===== src/rtl/snn_pkg.sv =====
// Shared definitions for the spiking-layer timestep controller.
// Holds the controller state encoding, default layer geometry and timing, and the width of
// the per-sample spike counter.
package snn_pkg;

   localparam int unsigned N_DEF       = 8;   // neurons per layer
   localparam int unsigned IDXW_DEF    = 3;   // neuron index width
   localparam int unsigned T_STEPS_DEF = 16;  // timesteps per sample
   localparam int unsigned TO_CYC_DEF  = 32;  // handshake wait limit in cycles
   localparam int unsigned CNT_W       = 8;   // spike and step counter width

   typedef enum logic [2:0] {
      IDLE,
      INTEG,
      WAIT_INT,
      LI,
      WAIT_LI,
      APPLY,
      DONE
   } state_t;

endpackage


===== src/rtl/onehot_enc.sv =====
// One-hot to binary index encoder with a one-hot validity flag.
// Ports:
//   vec       - N-bit input vector, expected one-hot
//   idx       - index of the set bit (OR of indices of all set bits if not one-hot)
//   is_onehot - exactly one bit of vec is set
module onehot_enc #(
   parameter int unsigned N    = 8,
   parameter int unsigned IDXW = 3
) (
   input  logic [N-1:0]    vec,
   output logic [IDXW-1:0] idx,
   output logic            is_onehot
);

   always_comb begin
      idx = '0;
      for (int i = 0; i < N; i++) begin
         if (vec[i]) begin
            idx = idx | IDXW'(i);
         end
      end
   end

   assign is_onehot = ($countones(vec) == 1);

endmodule


===== src/rtl/snn_step_ctrl.sv =====
// Timestep sequencer for one spiking-neuron layer and its winner-take-all unit.
// Accepts a sample, then for each of T_STEPS timesteps: starts integration, waits for it,
// starts the WTA compare, waits for it, and applies inhibition plus a learn pulse on a spike.
// At the end of the sample it reports the first winner and the number of spiking timesteps.
// Optional build macro SNN_EARLY_STOP_EN: end the sample right after the first spike.
// Ports:
//   clk, rst                  - clock, asynchronous active-high reset
//   sample_valid/sample_ready - sample handshake from the encoder/FIFO
//   integ_start/integ_done    - neuron array integration pulses
//   start_li/valid_li         - WTA compare pulses
//   won_lost, first_spike     - WTA result, latched on valid_li
//   pot_clear                 - per-neuron potential reset (losers on a spike)
//   learn_en, learn_idx       - STDP learn pulse and winner index
//   result_*                  - per-sample result, valid with result_valid
//   timeout_err               - sticky timeout / protocol error flag
module snn_step_ctrl
   import snn_pkg::*;
#(
   parameter int unsigned N       = N_DEF,
   parameter int unsigned IDXW    = IDXW_DEF,
   parameter int unsigned T_STEPS = T_STEPS_DEF,
   parameter int unsigned TO_CYC  = TO_CYC_DEF
) (
   input  logic             clk,
   input  logic             rst,
   input  logic             sample_valid,
   output logic             sample_ready,
   output logic             integ_start,
   input  logic             integ_done,
   output logic             start_li,
   input  logic             valid_li,
   input  logic [N-1:0]     won_lost,
   input  logic             first_spike,
   output logic [N-1:0]     pot_clear,
   output logic             learn_en,
   output logic [IDXW-1:0]  learn_idx,
   output logic             result_valid,
   output logic [IDXW-1:0]  result_winner,
   output logic [CNT_W-1:0] result_spikes,
   output logic             result_none,
   output logic             timeout_err
);

   localparam int unsigned TOW = $clog2(TO_CYC + 1);

   state_t           state_q, state_d;
   logic [CNT_W-1:0] step_q, step_d;
   logic [CNT_W-1:0] spk_q, spk_d;
   logic [TOW-1:0]   to_q, to_d;
   logic             fs_q, fs_d;
   logic [N-1:0]     wl_q, wl_d;
   logic [IDXW-1:0]  win_q, win_d;
   logic             err_q, err_d;

   logic [IDXW-1:0]  enc_idx;
   logic             enc_oh;
   logic             ready_c;
   logic             spike;
   logic [CNT_W-1:0] step_inc;

   onehot_enc #(
      .N    (N),
      .IDXW (IDXW)
   ) u_enc (
      .vec       (wl_q),
      .idx       (enc_idx),
      .is_onehot (enc_oh)
   );

   // A spike only counts if the latched winner vector is a legal one-hot.
   assign spike    = fs_q & enc_oh;
   assign step_inc = step_q + 1'b1;

   always_comb begin
      state_d = state_q;
      step_d  = step_q;
      spk_d   = spk_q;
      to_d    = to_q;
      fs_d    = fs_q;
      wl_d    = wl_q;
      win_d   = win_q;
      err_d   = err_q;

      ready_c       = 1'b0;
      integ_start   = 1'b0;
      start_li      = 1'b0;
      pot_clear     = '0;
      learn_en      = 1'b0;
      learn_idx     = '0;
      result_valid  = 1'b0;
      result_winner = '0;
      result_spikes = '0;
      result_none   = 1'b0;

      unique case (state_q)
         IDLE: begin
            ready_c = 1'b1;
            if (sample_valid) begin
               step_d  = '0;
               spk_d   = '0;
               win_d   = '0;
               state_d = INTEG;
            end
         end
         INTEG: begin
            integ_start = 1'b1;
            state_d     = WAIT_INT;
         end
         WAIT_INT: begin
            if (integ_done) begin
               state_d = LI;
            end else if (to_q == TOW'(TO_CYC - 1)) begin
               err_d   = 1'b1;
               state_d = DONE;
            end else begin
               to_d = to_q + 1'b1;
            end
         end
         LI: begin
            start_li = 1'b1;
            state_d  = WAIT_LI;
         end
         WAIT_LI: begin
            if (valid_li) begin
               fs_d    = first_spike;
               wl_d    = won_lost;
               state_d = APPLY;
            end else if (to_q == TOW'(TO_CYC - 1)) begin
               err_d   = 1'b1;
               state_d = DONE;
            end else begin
               to_d = to_q + 1'b1;
            end
         end
         APPLY: begin
            if (spike) begin
               pot_clear = ~wl_q;
               learn_en  = 1'b1;
               learn_idx = enc_idx;
               if (spk_q != {CNT_W{1'b1}}) begin
                  spk_d = spk_q + 1'b1;
               end
               if (spk_q == '0) begin
                  win_d = enc_idx;
               end
            end else if (fs_q) begin
               // Multi-hot or empty winner with first_spike set: protocol error.
               err_d = 1'b1;
            end
            step_d = step_inc;
            if (step_inc == CNT_W'(T_STEPS)) begin
               state_d = DONE;
            end else begin
               state_d = INTEG;
            end
`ifdef SNN_EARLY_STOP_EN
            if (spike) begin
               state_d = DONE;
            end
`endif
         end
         DONE: begin
            result_valid  = 1'b1;
            result_winner = win_q;
            result_spikes = spk_q;
            result_none   = (spk_q == '0);
            state_d       = IDLE;
         end
         default: begin
            state_d = IDLE;
         end
      endcase

      // Each wait state gets a fresh timeout budget.
      if (state_d != state_q) begin
         to_d = '0;
      end
   end

   // Keep the handshake low while reset is held so every output reads 0 in reset.
   assign sample_ready = ready_c & ~rst;
   assign timeout_err  = err_q;

   always_ff @(posedge clk or posedge rst) begin
      if (rst) begin
         state_q <= IDLE;
         step_q  <= '0;
         spk_q   <= '0;
         to_q    <= '0;
         fs_q    <= 1'b0;
         wl_q    <= '0;
         win_q   <= '0;
         err_q   <= 1'b0;
      end else begin
         state_q <= state_d;
         step_q  <= step_d;
         spk_q   <= spk_d;
         to_q    <= to_d;
         fs_q    <= fs_d;
         wl_q    <= wl_d;
         win_q   <= win_d;
         err_q   <= err_d;
      end
   end

endmodule


===== config.mk =====
export PLATFORM = sky130hd
export DESIGN_NAME = snn_step_ctrl
export DESIGN_NICKNAME = d
export VERILOG_FILES = /design/src/rtl/snn_pkg.sv /design/src/rtl/onehot_enc.sv /design/src/rtl/snn_step_ctrl.sv
export SDC_FILE = /design/constraint.sdc
export NUM_CORES = 1
export LEC_CHECK = 0
export ABC_CLOCK_PERIOD_IN_PS = 10100
export BUFFER_PORTS_ARGS = -buffer_cell sky130_fd_sc_hd__buf_4
export CAP_MARGIN = 20
export CORE_MARGIN = 2
export CORE_UTILIZATION = 45
export DETAILED_ROUTE_END_ITERATION = 10
export PLACE_DENSITY = 0.64
export REMOVE_ABC_BUFFERS = 1
export SLEW_MARGIN = 25
export SYNTH_ARGS = -nofsm -noshare
export SYNTH_HDL_FRONTEND = slang
export SYNTH_SLANG_ARGS = --single-unit

===== constraint.sdc =====
create_clock -name clk -period 10.1 [get_ports clk]
set_input_delay 0.505 -clock clk [delete_from_list [all_inputs] [get_ports clk]]
set_output_delay 0.505 -clock clk [all_outputs]
set_load 0.02 [all_outputs]

==> impl_metrics.py, run 1 <==
metrics = {
    "pwr": {
        "p_per_area_nw_per_um2": 235,
        "peakVddDrop_mv": 0.105,
        "p_leak_uw": 0.00136,
        "power.total_uw": 701,
    },
    "cells_and_area": {
        "fin_nets": 351,
        "area_delta_synth_final_pct": 17.6,
        "nFillCells": 522,
        "multiInputGateArea_sq_um": 1440,
        "final_area_sq_um": 2990,
        "fin_util_pct": 54.6,
        "layout_common_cells": "buf_4, dfrtp_1, nor2_1",
        "antenna_cells": 0,
        "seqCellArea_sq_um": 951,
        "layout-drive-gt1-share_pct": 19.3,
        "layout_commonest_cell": "buf_4",
    },
    "floorplanning": {
        "pin_count": 43,
        "dieArea_sq_um": 6260,
        "row_count": 27,
        "die_w_um": 79.1,
        "die_h_um": 79.1,
        "start_util_pct": 46.4,
        "core-area_sq_um": 5470,
    },
    "sta": {
        "worst_pin_slew_ps": 800,
        "fin_crit_ps": 4130,
        "setup_violations": 0,
        "tns_ps": 0,
        "period_share_pct": 40.9,
        "fmax_mhz": 242,
        "rsz0062_at_grt": "no",
        "report.final.slew_viol_count": 0,
        "skew_ps": 6.43,
        "slew-limit-headroom_pct": 46.6,
        "hold_slack_ps": 336,
        "hold_violations": 0,
    },
    "route": {
        "vias_per_cell": 5.59,
        "first_iter_violations": 75,
        "drc": 0,
        "dr.pass1.iters": 4,
        "antenna_left": 0,
        "wl_per_cell_um": 13.9,
        "totalWireLength_um": 5460,
        "vias": 2196,
    },
    "run_status": {
        "status": "finished clean",
    },
    "synth": {
        "ys_warn_count": 0,
        "yosysTopAreaCell": "dfrtp_1",
        "synth-seq-cells": 38,
        "synthDistinctLibCells": 55,
        "ys_top_cells_by_area": "dfrtp_1, ha_1, and2_1, nor2_1, fa_1",
        "synth_flop_cell": "dfrtp_1",
        "synth_async_sr_flop_share_pct": 100,
        "synth_area_per_cell_sq_um": 8.95,
        "synth_cells": 284,
        "yosysTopAreaCellShare_pct": 37.4,
        "synth_edf_count": 0,
        "yosysSeqAreaShare_pct": 37.4,
        "synth_area_sq_um": 2540,
    },
    "grt": {
        "grt_pass1_wl_um": 9140,
        "antenna_found_initial": 0,
        "grt_start_max_net_pins": 39,
        "grt_overflow": 0,
        "grtUsageTotal_pct": 18.4,
        "grt_pass1_vias": 2014,
    },
    "clock_network": {
        "cts-resized-gates": 0,
        "cts_tree": "yes",
        "cts_sinks": 38,
        "cts.htree.levels": 2,
        "postCtsHoldBufs": 0,
        "clk-insertion-delay-late_ps": 300,
        "clockBufferDepth": 2,
        "cts_buffers": 5,
        "clkSlewWorstSetupHoldPaths_ps": 80,
        "cts_root_buf": "clkbuf_8",
        "post-cts-setup-buffers": 0,
    },
    "setup_path": {
        "crit_type": "reg -> out",
        "crit_path_start_kind": "flop",
        "crit_path_end_kind": "output port",
        "path_max_fanout": 24,
        "cpPeakStageDelay_ps": 540,
        "worst_path_max_delay_cell": "fa_1",
        "crit_required_ps": 9600,
        "crit_arrival_ps": 3620,
        "worstPathCellList": "ha_1, fa_1, inv_1, fa_1, inv_1, ha_1, inv_1, fa_1, nand4_1, or3_4, nor2_1, buf_4",
    },
    "placed_design": {
        "place_area_sq_um": 2890,
        "gp_congestion": 0.785,
        "port_buffers": 42,
        "dp_hpwl_um": 3870,
    },
    "job": {
        "maxCapViolations": 0,
    },
    "min_path": {
        "hp-class": "in -> async",
    },
}
==> layout make-up <==
cell class / instances / area share, %
Clock inverter: 2 / 0.419
Tap cell: 72 / 3.02
Timing Repair Buffer: 44 / 11.1
Multi-Input combinational cell: 209 / 48.2
Clock buffer: 6 / 2.76
Sequential cell: 38 / 31.8
Inverter: 22 / 2.76
==> final timing paths <==
path / slack (ps) / from / depth (start not counted) / to
setup / recovery: 5970 / wl_q[7] / 12 / learn_idx[2]
hold / removal: 340 / rst / 3 / timeout_err
setup reg to reg: 6340 / wl_q[7] / 12 / spk_q[7]
hold reg to reg: 460 / timeout_err / 1 / timeout_err
max in group asynchronous: 9430 / rst / 3 / state_q[2]
min in group clk: 410 / won_lost[3] / 3 / wl_q[3]
==> layer usage <==
metal | global-route usage [%] | vias up | wire [um]
met3 | 3.52 | 7 | 237
met2 | 29.7 | 52 | 2520
met4 | 6.03 | 0 | 65
met5 | 0 | - | 0
li1 | - | 1084 | -
met1 | 24.9 | 1053 | 2640
==> worst max-delay path: cells and delay by family, from the launching register on <==
family	cells	cell delay [ps]
adder cells (fa/ha/maj)	5	1840
buffers and inverters	4	330
AND/OR/NAND/NOR	3	740
flip-flops	1	430
==> where the power goes <==
group / switching [uW] / total [uW] / internal (uW)
Combinational: 192 / 340 / 148
Clock: 58.5 / 113 / 54.9
Sequential: 58.8 / 247 / 188
==> state kept, by name (all words and copies together) (netlist names) <==
register	cells
spk_q	8
win_q	3
step_q	8
timeout_err	1
fs_q	1
to_q	6
wl_q	8
state_q	3
==> cell usage after synthesis (all sizes together) (3+ instances only) <==
cell and count:
a31oi 5, ha 13, buf 6, nor2b 4
nor4 4, mux2 5, nand3 12, mux2i 5
and3 5, dfrtp 38, fa 4, nor3 5
a211oi 3, or4 4, nor3b 3, nand2 18
o21ai 22, or3 5, nor4b 3, clkbuf 9
nand4 4, xor2 3, a21oi 13, o31ai 5
nand2b 3, nor2 22, and2 14, inv 22
==> logic make-up (layout without fill, tap and decap cells) <==
family,Yosys count,count (layout),share of synthesized area (%)
XOR/XNOR,4,4,1.38
flip-flops,38,38,37.4
AND/OR/NAND/NOR,113,113,25.1
adder cells (fa/ha/maj),17,17,9.55
AO/OA/AOI/OAI,65,65,16.4
buffers and inverters,37,74,5.96
multiplexers,10,10,4.19
==> stage by stage <==
step | instances | setup WS (ps)
after floorplan | 269 | 6390
after detailed placement | 385 | 6270
after global placement | 385 | 6330
after global routing | 393 | 5720
final | 393 | 5970
after CTS | 393 | 5920
Note: power is estimated with default switching activity, not from simulation.
==> run 2: changes to the inputs <==
--- a/config.mk
+++ b/config.mk
@@ -5,7 +5,7 @@
 export SDC_FILE = /design/constraint.sdc
 export NUM_CORES = 1
 export LEC_CHECK = 0
-export ABC_CLOCK_PERIOD_IN_PS = 10100
+export ABC_CLOCK_PERIOD_IN_PS = 4300
 export BUFFER_PORTS_ARGS = -buffer_cell sky130_fd_sc_hd__buf_4
 export CAP_MARGIN = 20
 export CORE_MARGIN = 2
==> constraint.sdc (replaced) <==
create_clock -name clk -period 4.3 [get_ports clk]
set_input_delay 0.215 -clock clk [delete_from_list [all_inputs] [get_ports clk]]
set_output_delay 0.215 -clock clk [all_outputs]
set_load 0.02 [all_outputs]
==> run 2 against run 1 <==
- final area grew 1.6%
- clock power grew to 3.4 times the previous value
- largest cell class unchanged
- clock-buffer cell count is the same
- global-route usage is 0.13 points higher
- worst setup slack lost 5500 ps
- wire length is essentially flat
- critical path depth unchanged
- flip-flop and latch count unchanged
- die area unchanged
==> impl_metrics.py, run 2 (synthesized netlist as in run 1, its figures left out) <==
metrics = {
    "cells_and_area": {
        "multiInputGateArea_sq_um": 1440,
        "layout-drive-gt1-share_pct": 19.3,
        "largestRegisters": "spk_q (8), step_q (8), wl_q (8)",
        "fin_cells": 393,
        "nFillCells": 511,
        "antenna_cells": 0,
        "seqCellArea_sq_um": 951,
        "layout_common_cells": "buf_4, dfrtp_1, nor2_1",
        "fin_nets": 351,
        "layout_commonest_cell": "buf_4",
        "area_delta_synth_final_pct": 19.4,
    },
    "grt": {
        "grtUsageTotal_pct": 18.5,
        "grt_start_max_net_pins": 39,
        "grt_overflow": 0,
        "grt_pass1_wl_um": 9320,
        "antenna_found_initial": 0,
        "grt_pass1_vias": 2049,
    },
    "route": {
        "first_iter_violations": 118,
        "vias_per_cell": 5.52,
        "vias": 2170,
        "dr.pass1.iters": 4,
        "totalWireLength_um": 5460,
        "wl_per_cell_um": 13.9,
        "antenna_left": 0,
        "drc": 0,
    },
    "floorplanning": {
        "row_count": 27,
        "pin_count": 43,
        "die_h_um": 79.1,
        "core-area_sq_um": 5470,
        "start_util_pct": 46.4,
        "dieArea_sq_um": 6260,
        "die_w_um": 79.1,
    },
    "pwr": {
        "peakVddDrop_mv": 0.330,
        "p_leak_uw": 0.00138,
        "p_per_area_nw_per_um2": 575,
    },
    "clock_network": {
        "cts-resized-gates": 0,
        "postCtsHoldBufs": 0,
        "post-cts-setup-buffers": 0,
        "cts.htree.levels": 2,
        "clockBufferDepth": 2,
        "clk-insertion-delay-late_ps": 300,
        "cts_tree": "yes",
        "cts_sinks": 38,
        "cts_buffers": 5,
        "clkSlewWorstSetupHoldPaths_ps": 80,
        "cts_root_buf": "clkbuf_8",
    },
    "sta": {
        "hold_slack_ps": 34.8,
        "setup_violations": 0,
        "period_share_pct": 89.4,
        "fin_crit_ps": 3850,
        "slew-limit-headroom_pct": 51.6,
        "report.final.slew_viol_count": 0,
        "layout_setup_ws_ps": 454,
        "worst_pin_slew_ps": 724,
        "skew_ps": 9.67,
        "hold_violations": 0,
        "rsz0062_at_grt": "no",
        "fmax_mhz": 260,
        "tns_ps": 0,
    },
    "min_path": {
        "hp-class": "in -> async",
    },
    "placed_design": {
        "dp_hpwl_um": 3850,
        "dp_cells": 385,
        "port_buffers": 42,
        "pre_cts_ws_ps": 548,
        "gp_congestion": 0.789,
    },
    "setup_path": {
        "crit_type": "reg -> out",
        "crit_arrival_ps": 3630,
        "crit_path_end_kind": "output port",
        "path_max_fanout": 24,
        "crit_required_ps": 4090,
        "crit_path_start_kind": "flop",
    },
    "run_status": {
        "status": "finished clean",
    },
    "job": {
        "maxCapViolations": 0,
    },
}
run 2: cell count changes in the layout (fill, tap and decap cells not counted):
cell,change
bufinv_16,+2
clkinv_2,-1
clkinvlp_4,-1
run 2: per-stage QoR:
step                      instance area [sq um]  utilization, %  total power (uW)
final                                      3040            55.5              1740
after floorplan                            2470               -              1150
after global placement                     2890            52.9              1370
after detailed placement                   2890            52.9              1380
after global routing                       3040            55.5              1930
after CTS                                  3040            55.5              1770
run 2: worst paths after layout:
kind,slack (ps),end,depth (start not counted),start
worst max-delay path,450,pot_clear[7],12,wl_q[7]
worst min-delay path,30,step_q[7],3,rst
worst max register to register,520,spk_q[4],12,wl_q[7]
worst min register to register,470,timeout_err,1,timeout_err
max in group asynchronous,3920,state_q[2],3,rst
min in group clk,110,wl_q[2],3,won_lost[2]
run 2: report_power, final:
part           switching, uW  internal, uW
clock                    137           248
sequential               136           442
combinational            440           342
total                    713          1030
run 2: critical path, cell delays in order (launching register included):
cell     delay (ps)
dfrtp_1         430
ha_1            220
fa_1            540
inv_1            60
fa_1            460
inv_1            60
ha_1            140
inv_1            50
fa_1            470
nand4_1         120
or3_4           480
nor2_1          150
buf_4           150
run 2: area by class of cell:
class                      instances  share of cell area (%)
inverter                          22                    2.72
multi-input combinational        209                    47.4
timing repair buffer              44                    10.9
tap                               72                    2.97
clock buffer                       6                    2.72
clock inverter                     2                    1.98
sequential                        38                    31.3
run 2: layer usage:
metal | up-vias | GRT usage (%) | routed length, um | share of wire, %
met3 | 7 | 2.95 | 319 | 5.8
met2 | 66 | 30.4 | 2510 | 46
li1 | 1083 | - | - | -
met5 | - | 0 | 0 | 0
met4 | 0 | 6.21 | 85 | 1.6
met1 | 1014 | 24.9 | 2540 | 47
==> run 3: changes to the inputs <==
--- a/config.mk
+++ b/config.mk
@@ -16,4 +16,5 @@
 export SLEW_MARGIN = 25
 export SYNTH_ARGS = -nofsm -noshare
 export SYNTH_HDL_FRONTEND = slang
+export SYNTH_HIERARCHICAL = 1
 export SYNTH_SLANG_ARGS = --single-unit
==> run 3 against run 2 <==
- hold slack improved by 2.1 ps
- largest cell class unchanged
- the flow now finishes with violations (negative setup slack)
- area after synthesis up 0.84%
- register-to-register slack worse by 390 ps
- highest routed layer unchanged
- largest power group unchanged
- non-clock buffer count up 6
- sequential power fell by 2%
==> impl_metrics.py, run 3 <==
metrics = {
    "cells_and_area": {
        "area_delta_synth_final_pct": 24.8,
        "layout_common_cells": "buf_4, dfrtp_1, o21ai_0",
        "layout-drive-gt1-share_pct": 32.3,
        "nFillCells": 500,
        "fin_nets": 344,
        "largestRegisters": "spk_q (8), step_q (8), wl_q (8)",
        "layout_commonest_cell": "buf_4",
        "antenna_cells": 0,
    },
    "placed_design": {
        "port_buffers": 42,
        "gp_congestion": 0.914,
        "dp_hpwl_um": 3970,
        "pre_cts_ws_ps": -23.3,
    },
    "setup_path": {
        "reg2regPathDepth": 15,
        "crit_path_start_kind": "flop",
        "crit_buf_inv": 5,
        "r2r_start": "wl_q[3]",
        "worstPathCellList": "inv_2, fa_1, fa_1, fa_1, inv_1, ha_2, inv_2, fa_1, nand2_1, o41ai_2, nand3_1, or2_4, buf_8, nor2_2, buf_4",
        "cp_top_family": "adder cells",
        "rrSetupSlack_ps": 130,
        "worst_path_max_delay_cell": "fa_1",
        "crit_type": "reg -> out",
        "crit_arrival_ps": 4100,
        "path_max_fanout": 8,
        "cp.depth": 15,
        "critPathMostFrequentCell": "fa_1",
        "r2r-end": "spk_q[5]",
        "crit_path_end_kind": "output port",
        "cpPeakStageDelay_ps": 530,
        "critical_path.endpoint": "pot_clear[1]",
        "crit_required_ps": 4090,
        "startpoint": "wl_q[3]",
    },
    "clock_network": {
        "cts.htree.levels": 2,
        "clkSlewWorstSetupHoldPaths_ps": 80,
        "clk-insertion-delay-late_ps": 300,
        "cts_tree": "yes",
        "clockBufferDepth": 2,
        "cts_root_buf": "clkbuf_8",
        "cts_buffers": 5,
        "cts_sinks": 38,
    },
    "floorplanning": {
        "pin_count": 43,
        "dieArea_sq_um": 6310,
        "start_util_pct": 46.5,
        "die_h_um": 79.5,
        "core-area_sq_um": 5510,
        "row_count": 27,
        "die_w_um": 79.5,
    },
    "sta": {
        "layout_setup_ws_ps": -14.6,
        "worst_pin_slew_ps": 640,
        "skew_ps": 10.9,
        "report.final.slew_viol_count": 0,
        "setup_violations": 2,
        "rsz0062_at_grt": "yes",
        "slew-limit-headroom_pct": 57.4,
        "period_share_pct": 100,
        "fmax_mhz": 232,
        "hold_violations": 0,
        "fin_crit_ps": 4310,
        "tns_ps": -19.8,
    },
    "grt": {
        "grt_pass1_wl_um": 9510,
        "grt_start_max_net_pins": 39,
        "grt_overflow": 0,
        "grt_pass1_vias": 2020,
        "grtUsageTotal_pct": 19.1,
        "antenna_found_initial": 0,
    },
    "route": {
        "dr.pass1.iters": 4,
        "vias": 2123,
        "totalWireLength_um": 5750,
        "drc": 0,
        "first_iter_violations": 56,
        "antenna_left": 0,
        "vias_per_cell": 5.43,
        "wl_per_cell_um": 14.7,
    },
    "pwr": {
        "power.total_uw": 1960,
        "peakVddDrop_mv": 0.349,
        "p_per_area_nw_per_um2": 613,
        "p_leak_uw": 0.00144,
    },
    "run_status": {
        "status": "complete, but fails checks",
        "violations": "negative setup slack",
    },
    "min_path": {
        "hp-class": "in -> async",
    },
    "synth": {
        "synth_flop_cell": "dfrtp_1",
        "synth_area_per_cell_sq_um": 9.35,
        "ys_warn_count": 6,
        "synth_simple_gate_area_share_pct": 25.0,
        "synth_adder_area_share_pct": 7.03,
        "synth-seq-cells": 38,
        "synth_cells": 274,
        "synth_area_sq_um": 2560,
        "synthDistinctLibCells": 56,
        "yosysMostFrequentCell": "dfrtp_1",
        "synth_commonest_cells": "dfrtp_1, inv_1, o21ai_0",
        "synth_top_family_by_area": "simple AND/OR/NAND/NOR gates",
        "synth_edf_count": 0,
        "synth_compound_area_share_pct": 17.4,
        "synth_async_sr_flop_share_pct": 100,
        "ys_top_cells_by_area": "dfrtp_1, ha_1, o21ai_0, mux2_2, inv_1",
        "yosysSeqAreaShare_pct": 37.1,
        "yosysTopAreaCellShare_pct": 37.1,
        "muxShareOfSynthArea_pct": 5.47,
        "synth-xor-area-share_pct": 1.37,
        "yosysTopAreaCell": "dfrtp_1",
    },
    "job": {
        "maxCapViolations": 0,
    },
}
[run 3: layout make-up]
cell class	instances	area (sq um)	share of cell area, %
Multi-Input combinational cell	200	1520	47.5
Clock buffer	6	82.6	2.58
Clock inverter	2	60.1	1.88
Tap cell	72	90.1	2.82
Inverter	23	91.3	2.86
Sequential cell	38	951	29.7
Timing Repair Buffer	50	405	12.7
[run 3: cell families after synthesis]
kind of cell,Yosys count
buf+inv,36
flops,38
fa+ha+maj,12
xor+xnor,4
simple gates,107
compound gates,64
mux,13
[run 3: report_power, final]
part	switching, uW	internal, uW
clock	132	248
combinational	516	498
sequential	126	440
[run 3: timing repair]
action,in CTS,in global routing
setup endpoints to repair,12,12
pin swaps,1,10
gates resized for setup,3,33
hold buffers,0,0
setup buffers,2,4
gates cloned,0,0
[run 3: worst min-delay path by stage]
stage,start,end,slack (ps)
global route,rst,fs_q,110
detailed placement,rst,to_q[5],390
global placement,rst,timeout_err,380
finish,rst,to_q[1],40
floorplan,first_spike,fs_q,330
CTS,rst,wl_q[4],60
[run 3: routing by layer]
metal | up-vias | wire, um | GRT usage (%)
met5 | - | 0 | 0
met4 | 0 | 31 | 6.38
met3 | 4 | 210 | 3.62
met2 | 44 | 2660 | 29.7
met1 | 999 | 2840 | 26.9
li1 | 1076 | - | -
[run 3: tightest hold or removal path, cell delays in order]
cell   delay (ps)
buf_4         110
inv_1          40
buf_4         400
[run 3: per-stage QoR]
stage,instance area (sq um),hold WS (ps),cells,util (%)
global placement,2900,379,377,52.7
floorplan,2480,332,261,-
finish,3200,37.0,391,58.1
global route,3200,107,391,58.1
CTS,3060,56.6,387,55.6
detailed placement,2900,388,377,52.7
